File: config.mk
export PLATFORM = sky130hd
export DESIGN_NAME = rdback_serializer
export DESIGN_NICKNAME = d
export VERILOG_FILES = /design/src/rtl/rdback_ser_pkg.sv /design/src/rtl/rdback_line_buf.sv /design/src/rtl/rdback_serializer.sv
export SDC_FILE = /design/constraint.sdc
export NUM_CORES = 2
export LEC_CHECK = 0
export ABC_AREA = 1
export BUFFER_PORTS_ARGS = -buffer_cell sky130_fd_sc_hd__buf_2
export CAP_MARGIN = 20
export CELL_PAD_IN_SITES_DETAIL_PLACEMENT = 1
export CELL_PAD_IN_SITES_GLOBAL_PLACEMENT = 2
export CORE_MARGIN = 2
export CORE_UTILIZATION = 38
export CTS_BUF_LIST = sky130_fd_sc_hd__clkbuf_4
export CTS_CLUSTER_SIZE = 20
export DETAILED_ROUTE_END_ITERATION = 7
export PLACE_DENSITY_LB_ADDON = 0.1
export SKIP_CTS_REPAIR_TIMING = 1
export SYNTH_ARGS = -nofsm -noshare
export SYNTH_HDL_FRONTEND = slang
export SYNTH_HIERARCHICAL = 1
export SYNTH_SLANG_ARGS = --single-unit
export TNS_END_PERCENT = 30
File: constraint.sdc
create_clock -name clk -period 32.7 [get_ports clk]
set_clock_uncertainty 0.2 [all_clocks]
set_input_delay 4.905 -clock clk [delete_from_list [all_inputs] [get_ports clk]]
set_output_delay 4.905 -clock clk [all_outputs]
set_load 0.02 [all_outputs]
File: src/rtl/rdback_ser_pkg.sv
// Shared constants and types for the read-back line serializer.
package rdback_ser_pkg;

  localparam int NUM_SLOTS = 2;

  typedef enum logic {IDLE = 1'b0, SEND = 1'b1} state_e;

  function automatic int beats_of(input int in_w, input int out_w);
    return in_w / out_w;
  endfunction

endpackage

File: src/rtl/rdback_line_buf.sv
// Two-slot ping-pong line store. The next-cycle view of the read slot is
// exported so the output stage can register beats without an extra bubble.
module rdback_line_buf
  import rdback_ser_pkg::*;
#(
  parameter int IN_WIDTH = 512
) (
  input  logic                clk,
  input  logic                rst_n,
  input  logic                cap,
  input  logic [IN_WIDTH-1:0] cap_data,
  input  logic                pop,
  output logic [1:0]          occ,
  output logic                rd_valid_nxt,
  output logic [IN_WIDTH-1:0] rd_line_nxt
);

  logic [NUM_SLOTS-1:0][IN_WIDTH-1:0] mem;
  logic [NUM_SLOTS-1:0]               vld, vld_nxt;
  logic                               wp, rp, rp_nxt;

  assign occ    = {1'b0, vld[0]} + {1'b0, vld[1]};
  assign rp_nxt = rp ^ pop;

  always_comb begin
    vld_nxt = vld;
    if (pop) vld_nxt[rp] = 1'b0;
    if (cap) vld_nxt[wp] = 1'b1;
  end

  // A capture landing in the slot that becomes current must bypass mem.
  assign rd_valid_nxt = vld_nxt[rp_nxt];
  assign rd_line_nxt  = (cap && (wp == rp_nxt)) ? cap_data : mem[rp_nxt];

  always_ff @(posedge clk or negedge rst_n) begin
    if (!rst_n) begin
      vld <= '0;
      wp  <= 1'b0;
      rp  <= 1'b0;
    end else begin
      vld <= vld_nxt;
      rp  <= rp_nxt;
      if (cap) wp <= ~wp;
    end
  end

  // Payload needs no reset; validity is tracked by vld.
  always_ff @(posedge clk) begin
    if (cap) mem[wp] <= cap_data;
  end

endmodule

File: src/rtl/rdback_serializer.sv
// Drains 512-bit read-back lines from a standard FIFO and emits them as a
// registered valid/ready beat stream, LSB beat first, with a line counter.
module rdback_serializer
  import rdback_ser_pkg::*;
#(
  parameter int IN_WIDTH  = 512,
  parameter int OUT_WIDTH = 64,
  parameter int CNT_WIDTH = 32
) (
  input  logic                 clk,
  input  logic                 rst_n,
  input  logic                 rdback_fifo_empty,
  output logic                 rdback_fifo_rden,
  input  logic [IN_WIDTH-1:0]  rdback_data,
  output logic                 m_valid,
  input  logic                 m_ready,
  output logic [OUT_WIDTH-1:0] m_data,
  output logic                 m_last,
  output logic [CNT_WIDTH-1:0] lines_sent
);

  localparam int BEATS = beats_of(IN_WIDTH, OUT_WIDTH);
  localparam int BI_W  = (BEATS > 1) ? $clog2(BEATS) : 1;

  state_e                         state, state_nxt;
  logic [BI_W-1:0]                bi, bi_nxt;
  logic                           rden_d, inflight, hs, last, pop;
  logic [1:0]                     occ;
  logic [2:0]                     owned;
  logic                           rd_valid_nxt;
  logic [IN_WIDTH-1:0]            rd_line_nxt;
  logic [BEATS-1:0][OUT_WIDTH-1:0] line_beats;
  logic [OUT_WIDTH-1:0]           m_data_nxt;
  logic                           m_last_nxt;

  // Owned lines = buffered + pending; the strobe term keeps it at most two.
  assign inflight         = rden_d;
  assign owned            = 3'(occ) + 3'(inflight) + 3'(rden_d);
  assign rdback_fifo_rden = rst_n & ~rdback_fifo_empty & (owned < 3'(NUM_SLOTS));

  assign hs         = (state == SEND) & m_ready;
  assign last       = (bi == BI_W'(BEATS - 1));
  assign pop        = hs & last;
  assign line_beats = rd_line_nxt;

  rdback_line_buf #(.IN_WIDTH(IN_WIDTH)) u_buf (
    .clk          (clk),
    .rst_n        (rst_n),
    .cap          (rden_d),
    .cap_data     (rdback_data),
    .pop          (pop),
    .occ          (occ),
    .rd_valid_nxt (rd_valid_nxt),
    .rd_line_nxt  (rd_line_nxt)
  );

  always_comb begin
    state_nxt = state;
    bi_nxt    = bi;
    case (state)
      IDLE: if (rd_valid_nxt) begin
        state_nxt = SEND;
        bi_nxt    = '0;
      end
      SEND: begin
        if (pop) begin
          bi_nxt    = '0;
          state_nxt = rd_valid_nxt ? SEND : IDLE;
        end else if (hs) begin
          bi_nxt = bi + 1'b1;
        end
      end
      default: state_nxt = IDLE;
    endcase
    // Beat registers are loaded from next-cycle state so they stay put while stalled.
    m_data_nxt = (state_nxt == SEND) ? line_beats[bi_nxt] : '0;
    m_last_nxt = (state_nxt == SEND) && (bi_nxt == BI_W'(BEATS - 1));
  end

  always_ff @(posedge clk or negedge rst_n) begin
    if (!rst_n) begin
      state      <= IDLE;
      bi         <= '0;
      rden_d     <= 1'b0;
      m_valid    <= 1'b0;
      m_data     <= '0;
      m_last     <= 1'b0;
      lines_sent <= '0;
    end else begin
      state      <= state_nxt;
      bi         <= bi_nxt;
      rden_d     <= rdback_fifo_rden;
      m_valid    <= (state_nxt == SEND);
      m_data     <= m_data_nxt;
      m_last     <= m_last_nxt;
      lines_sent <= lines_sent + CNT_WIDTH'(pop);
    end
  end

endmodule

### Yosys cells after proc, flatten, opt, wreduce, memory -nomap -nowiden

Index checks and enable logic that the tools add are counted.

* bits in latches: 0
* word-level logic and storage cells: 65
* memories kept: 0
* register bits after elaboration: 1130
* bits in read-only memories: 0
* output and inout port bits: 99
* bits of input ports: 516
* memory bits (writable): 0

* divide/modulo/power cells: 0
* order comparisons: 7
* multipliers: 0
* bitwise gates (word level): 11
* shift-type cells: 0
* reductions and logical operators: 4
* add/sub/neg operators: 5
* muxes and demuxes: 24
* equality and inequality tests: 3

Operators by type and width (number)
* two-way mux 512 bit: 4
* bitwise mux 1024 bit: 1
* demux 512 bit (select 1 bit): 1
* binary-select mux 64 bit (select 3 bit): 1
* two-way mux 64 bit: 2
* adder 32 x 1 -> 32 bit: 1
* two-way mux 3 bit: 3
* == test 3 bit, second input constant: 2
* < comparator 1 x 2 -> 1 bit, second input constant: 3
* two-way mux 1 bit: 6
* one-hot mux 3 bit (2 select lines): 1
* bitwise AND 1 bit: 4
* logical AND 1 bit: 4
* < comparator 3 x 4 -> 1 bit, second input constant: 1
* two-way mux 2 bit: 2
* adder 2 x 1 -> 3 bit: 1
* adder 3 x 1 -> 3 bit: 1
* adder 3 x 1 -> 3 bit, second input constant: 1
* < comparator 3 x 2 -> 1 bit, second input constant: 1
* NOT 1 bit: 3
* adder 1 x 1 -> 2 bit: 1
* bitwise AND 2 bit: 1
* demux 1 bit (select 1 bit): 2
* >= comparator 1 bit, second input constant: 2
* 5 further kinds: 5

### Longest topological paths before layout

* depth in word-level cells: 16
* gate-level depth with buffers: 20
* depth with buffers taken out: 17

### By module

Netlist, hierarchy kept.

Modules (own cells, without submodules)
* rdback_line_buf: area an instance 45258.4 um^2, seq. area each 30849.6 um^2, times used 1, cells an instance 4464
* rdback_serializer: area an instance 8882.3 um^2, seq. area each 2552.4 um^2, times used 1, cells an instance 1403

### Worst setup path after synthesis

OpenSTA, ideal clock, no wires.

* path kind: register to register
* start point: reg rden_d, in the netlist inflight
* end point: reg u_buf/mem[0] (netlist bit) (enable)
* required time: 31.094 ns
* library setup time: 1.406 ns
* path slack: 9.171 ns
* buffers on the path: 1
* clock period less this slack: 23.529 ns
* arrival: 21.923 ns
* cell stages (with the launch flop): 4
* path through: dfrtp_1 > buf_2 > inv_1 > nor2_1

RTL lines
* from (decl): RTL line rdback_serializer.sv:27 `logic rden_d, inflight, hs, last, pop;`
* from (signal assigned): RTL line rdback_serializer.sv:92 `rden_d <= rdback_fifo_rden;`
* to (signal, indexed assignment): RTL line rdback_line_buf.sv:49 `if (cap) mem[wp] <= cap_data;`
* to (decl): RTL line rdback_line_buf.sv:18 `logic [NUM_SLOTS-1:0][IN_WIDTH-1:0] mem;`

No word-level cell between the ends.

### Final worst setup path

* start point: in rst_n
* end point: out rdback_fifo_rden

* word-level cells in the longest chain between the ends: 2

Ends and longest elaborated chain
* from (decl): RTL line rdback_serializer.sv:11 `input logic rst_n,`
* bitwise AND 1 bit (2 in series): RTL line rdback_serializer.sv:39 `assign rdback_fifo_rden = rst_n & ~rdback_fifo_empty & (owned < 3'(NUM_SLOTS));`
* to (decl): RTL line rdback_serializer.sv:13 `output logic rdback_fifo_rden,`

No other way between the ends.

==> out/summary.txt <==
status: complete, no violations
HPWL Detailed: 129400 um
sequential area share after synthesis: 0.6169
period utilisation layout: 0.3439
hold_sp: lines_sent[31]
Avg Cell Area, Syn: 9.228 um^2
mapped cell area: 54140 um^2
setup tns final: 0 ps
post-synth top area share: 0.5680
Routability Congestion: 0.8271
Slew Viols, Final: 0
Total Wirelength: 217100 um
clock power share: 0.229
HP Class: reg2reg
Seq pwr share: 0.313
GRT Util Overall: 0.2915
Synth area leaders: edfxtp_1 (57%), nand2_1 (20%), nand4_1 (8.9%)
CP top delay family: buffers and inverters
layout cell share with drive strength beyond 1: 0.1844
CP Max Fanout: 33
Worst path slowest cell: nor4b_1
Mapped Nets: 6389
Cell Chain, Critical Path: buf_6 > nor4b_1 > buf_2
Skew-Pair Late Insertion Delay: 1290 ps
hold_ws: 272.7 ps
Clock transition at path regs: 60 ps
sw power: 2.744 mW
CTS Buffer Depth: 4
Buffers on Ports: 614
Max IR drop VDD: 74.47 uV
Starting Density: 0.3829
total CTS buffers: 341
placed insts: 7956
RSZ-0062 raised after global routing: false
WP data required: 27590 ps
Die Y: 381.5 um
die area: 145500 um^2
Final Non-Filler Cells: 8575
Rel. slew slack: 0.2400
Final Critical Period: 11250 ps
Seq. cell area: 33410 um^2
Logic pwr share: 0.457
vias in the first global route: 46.77k
CTS root buffer: clkbuf_4
CP Data Arrival Time: 6140 ps
Setup violations, final: 0
Initial DRC Count: 4042
final net count: 6931
LEAKAGE: 27.27 nW
WP buf/inv: 2
Worst Setup End Kind: primary output
initial antenna violation count: 128
CTS tree: done
Critical Path Start Type: input port
drt wl/cell: 25.32 um
Via Count: 47.32k
max cap viols: 0
critical path type: in2out
Yosys top cell by area: edfxtp_1
Critical Path Max Stage Delay: 570 ps
Power Total: 5.891 mW
flops & latches, synth: 1130
DRT Pass-1 Iters: 5
origin of the worst setup path: rst_n
clock sinks: 1130
post-route ant nets: 0
IO Count: 615
Pint: 3.147 mW
Distinct cells, synth: 25
Sw Share: 0.4658
pin count of the biggest net entering global routing: 179
fill count: 16.51k
first-pass GRT wire length: 318200 um
R2R Setup Slk: 25400 ps
Core Region: 141400 um^2
die width: 381.5 um
Fin. Hold Viols: 0
synth-to-layout area growth: 15.38%
Achievable Freq: 0.08892 GHz
# rows: 138
Ys Warns: 6
Syn Inst Count: 5867
Max H-tree Level: 5
grt total ovfl: 0
pwr/cell area: 94.30 nW/um^2
Remaining DRCs: 0
worst slew pin tran: 1140 ps
Multi-input gate area: 18640 um^2
Via density: 5.518
worst r2r src: bi[0]
flip-flops by register name (all words and copies together) (netlist names):
name	count
u_buf/mem	1024
m_last	1
m_data	64
u_buf/wp	1
inflight	1
u_buf/vld	2
bi	3
u_buf/rp	1
lines_sent	32
state	1
area by class of cell:
| cell class | instances | share of cell area |
|---|---|---|
| Tap cell | 1890 | 0.03786 |
| Clock buffer | 510 | 0.06129 |
| Multi-Input combinational cell | 4218 | 0.2984 |
| Clock inverter | 66 | 0.004447 |
| Sequential cell | 1130 | 0.5348 |
| Inverter | 28 | 0.001883 |
| Timing Repair Buffer | 690 | 0.05963 |
| Antenna cell | 43 | 0.001723 |
per-layer routing:
metal	wire length (um)	share of wire	up-vias	GRT usage
met2	94370	0.43	1865	0.4221
met1	100300	0.46	23420	0.4274
met4	4403	0.020	56	0.08403
met3	17690	0.081	383	0.07611
li1	-	-	21600	-
met5	373	0.0017	-	0
cell usage in the layout, fill, tap and decap left out, types with 2 or more instances in the layout:
cell type  instances
buf_4             70
nand4_1          772
ha_1               6
nor2_1            33
dfrtp_1          105
nand2_8            2
nand2_1         2949
inv_1             25
nor3_1            10
clkinv_1          61
inv_2              2
nor2_4             3
clkinv_2           3
nand3_4            4
nand3b_1           2
clkbuf_4         510
o21ai_0            2
diode_2           43
buf_12             6
buf_2            613
nand3_1          396
xor2_1            16
nand2_4            3
nand2_2            2
xnor2_1           14
edfxtp_1        1024
worst reg2reg max path, stage by stage, from the launching register on:
cell and delay, ps:
dfrtp_1 460, ha_1 190, ha_1 130, inv_1 70, nor2_2 320, nand2_2 220, nand2_8 600, nand2_8 680
nand3_4 830, buf_12 760, buf_4 860, buf_4 540, buf_4 600, nand2_1 160, nand2_1 80, nand4_1 100
nand3_1 220, nand3_1 100, nand2_1 120
Yosys cell counts:
| library cell | count |
|---|---|
| buf_1 | 51 |
| nand2_1 | 2952 |
| nand2_2 | 2 |
| nand3_1 | 399 |
| ha_1 | 6 |
| xnor2_1 | 14 |
| nand4_1 | 772 |
| o21ai_0 | 2 |
| buf_4 | 1 |
| nor2_2 | 2 |
| nand3_2 | 2 |
| inv_2 | 1 |
| a21oi_1 | 1 |
| buf_2 | 197 |
| nand2_4 | 2 |
| edfxtp_1 | 1024 |
| xor2_1 | 16 |
| nand3b_1 | 2 |
| nor4b_1 | 1 |
| nor3_1 | 10 |
| clkbuf_1 | 242 |
| inv_1 | 27 |
| nor2_4 | 1 |
| nor2_1 | 34 |
| dfrtp_1 | 106 |
worst paths after layout:
| path | end | cells after the start |
|---|---|---|
| max reg2reg | m_data[13] | 18 |
| min | lines_sent[31] | 1 |
| min in group asynchronous | inflight | 1 |
| max in group asynchronous | m_data[22] | 2 |
| min reg2reg | lines_sent[31] | 1 |
| max | rdback_fifo_rden | 3 |
stage by stage:
step           cell area [um^2]  setup WS [ps]  utilization
2_1_floorplan             54140           9171            -
3_3_place_gp              58250          20990       0.4119
3_5_place_dp              58250          20920       0.4119
4_1_cts                   62360          21390       0.4410
5_1_grt                   62430          21400       0.4415
6_report                  62460          21450       0.4417
power groups by stage:
| stage | clock [mW] | combinational (mW) | sequential, mW |
|---|---|---|---|
| after detailed placement | 0 | 2.68 | 1.87 |
| after global placement | 0 | 2.65 | 1.87 |
| after CTS | 1.39 | 2.69 | 1.85 |
| after global routing | 1.47 | 2.96 | 1.86 |
| final | 1.35 | 2.69 | 1.85 |
| after floorplan | 0 | 1.66 | 1.99 |
cell families after synthesis:
group / count (synthesis) / share of synthesized area
compound gates: 3 / 0.0002772
xor+xnor: 30 / 0.004853
fa+ha+maj: 6 / 0.001387
buf+inv: 519 / 0.04060
flops: 1130 / 0.6169
simple gates: 4179 / 0.3359
(Power assumes the default switching activity.)
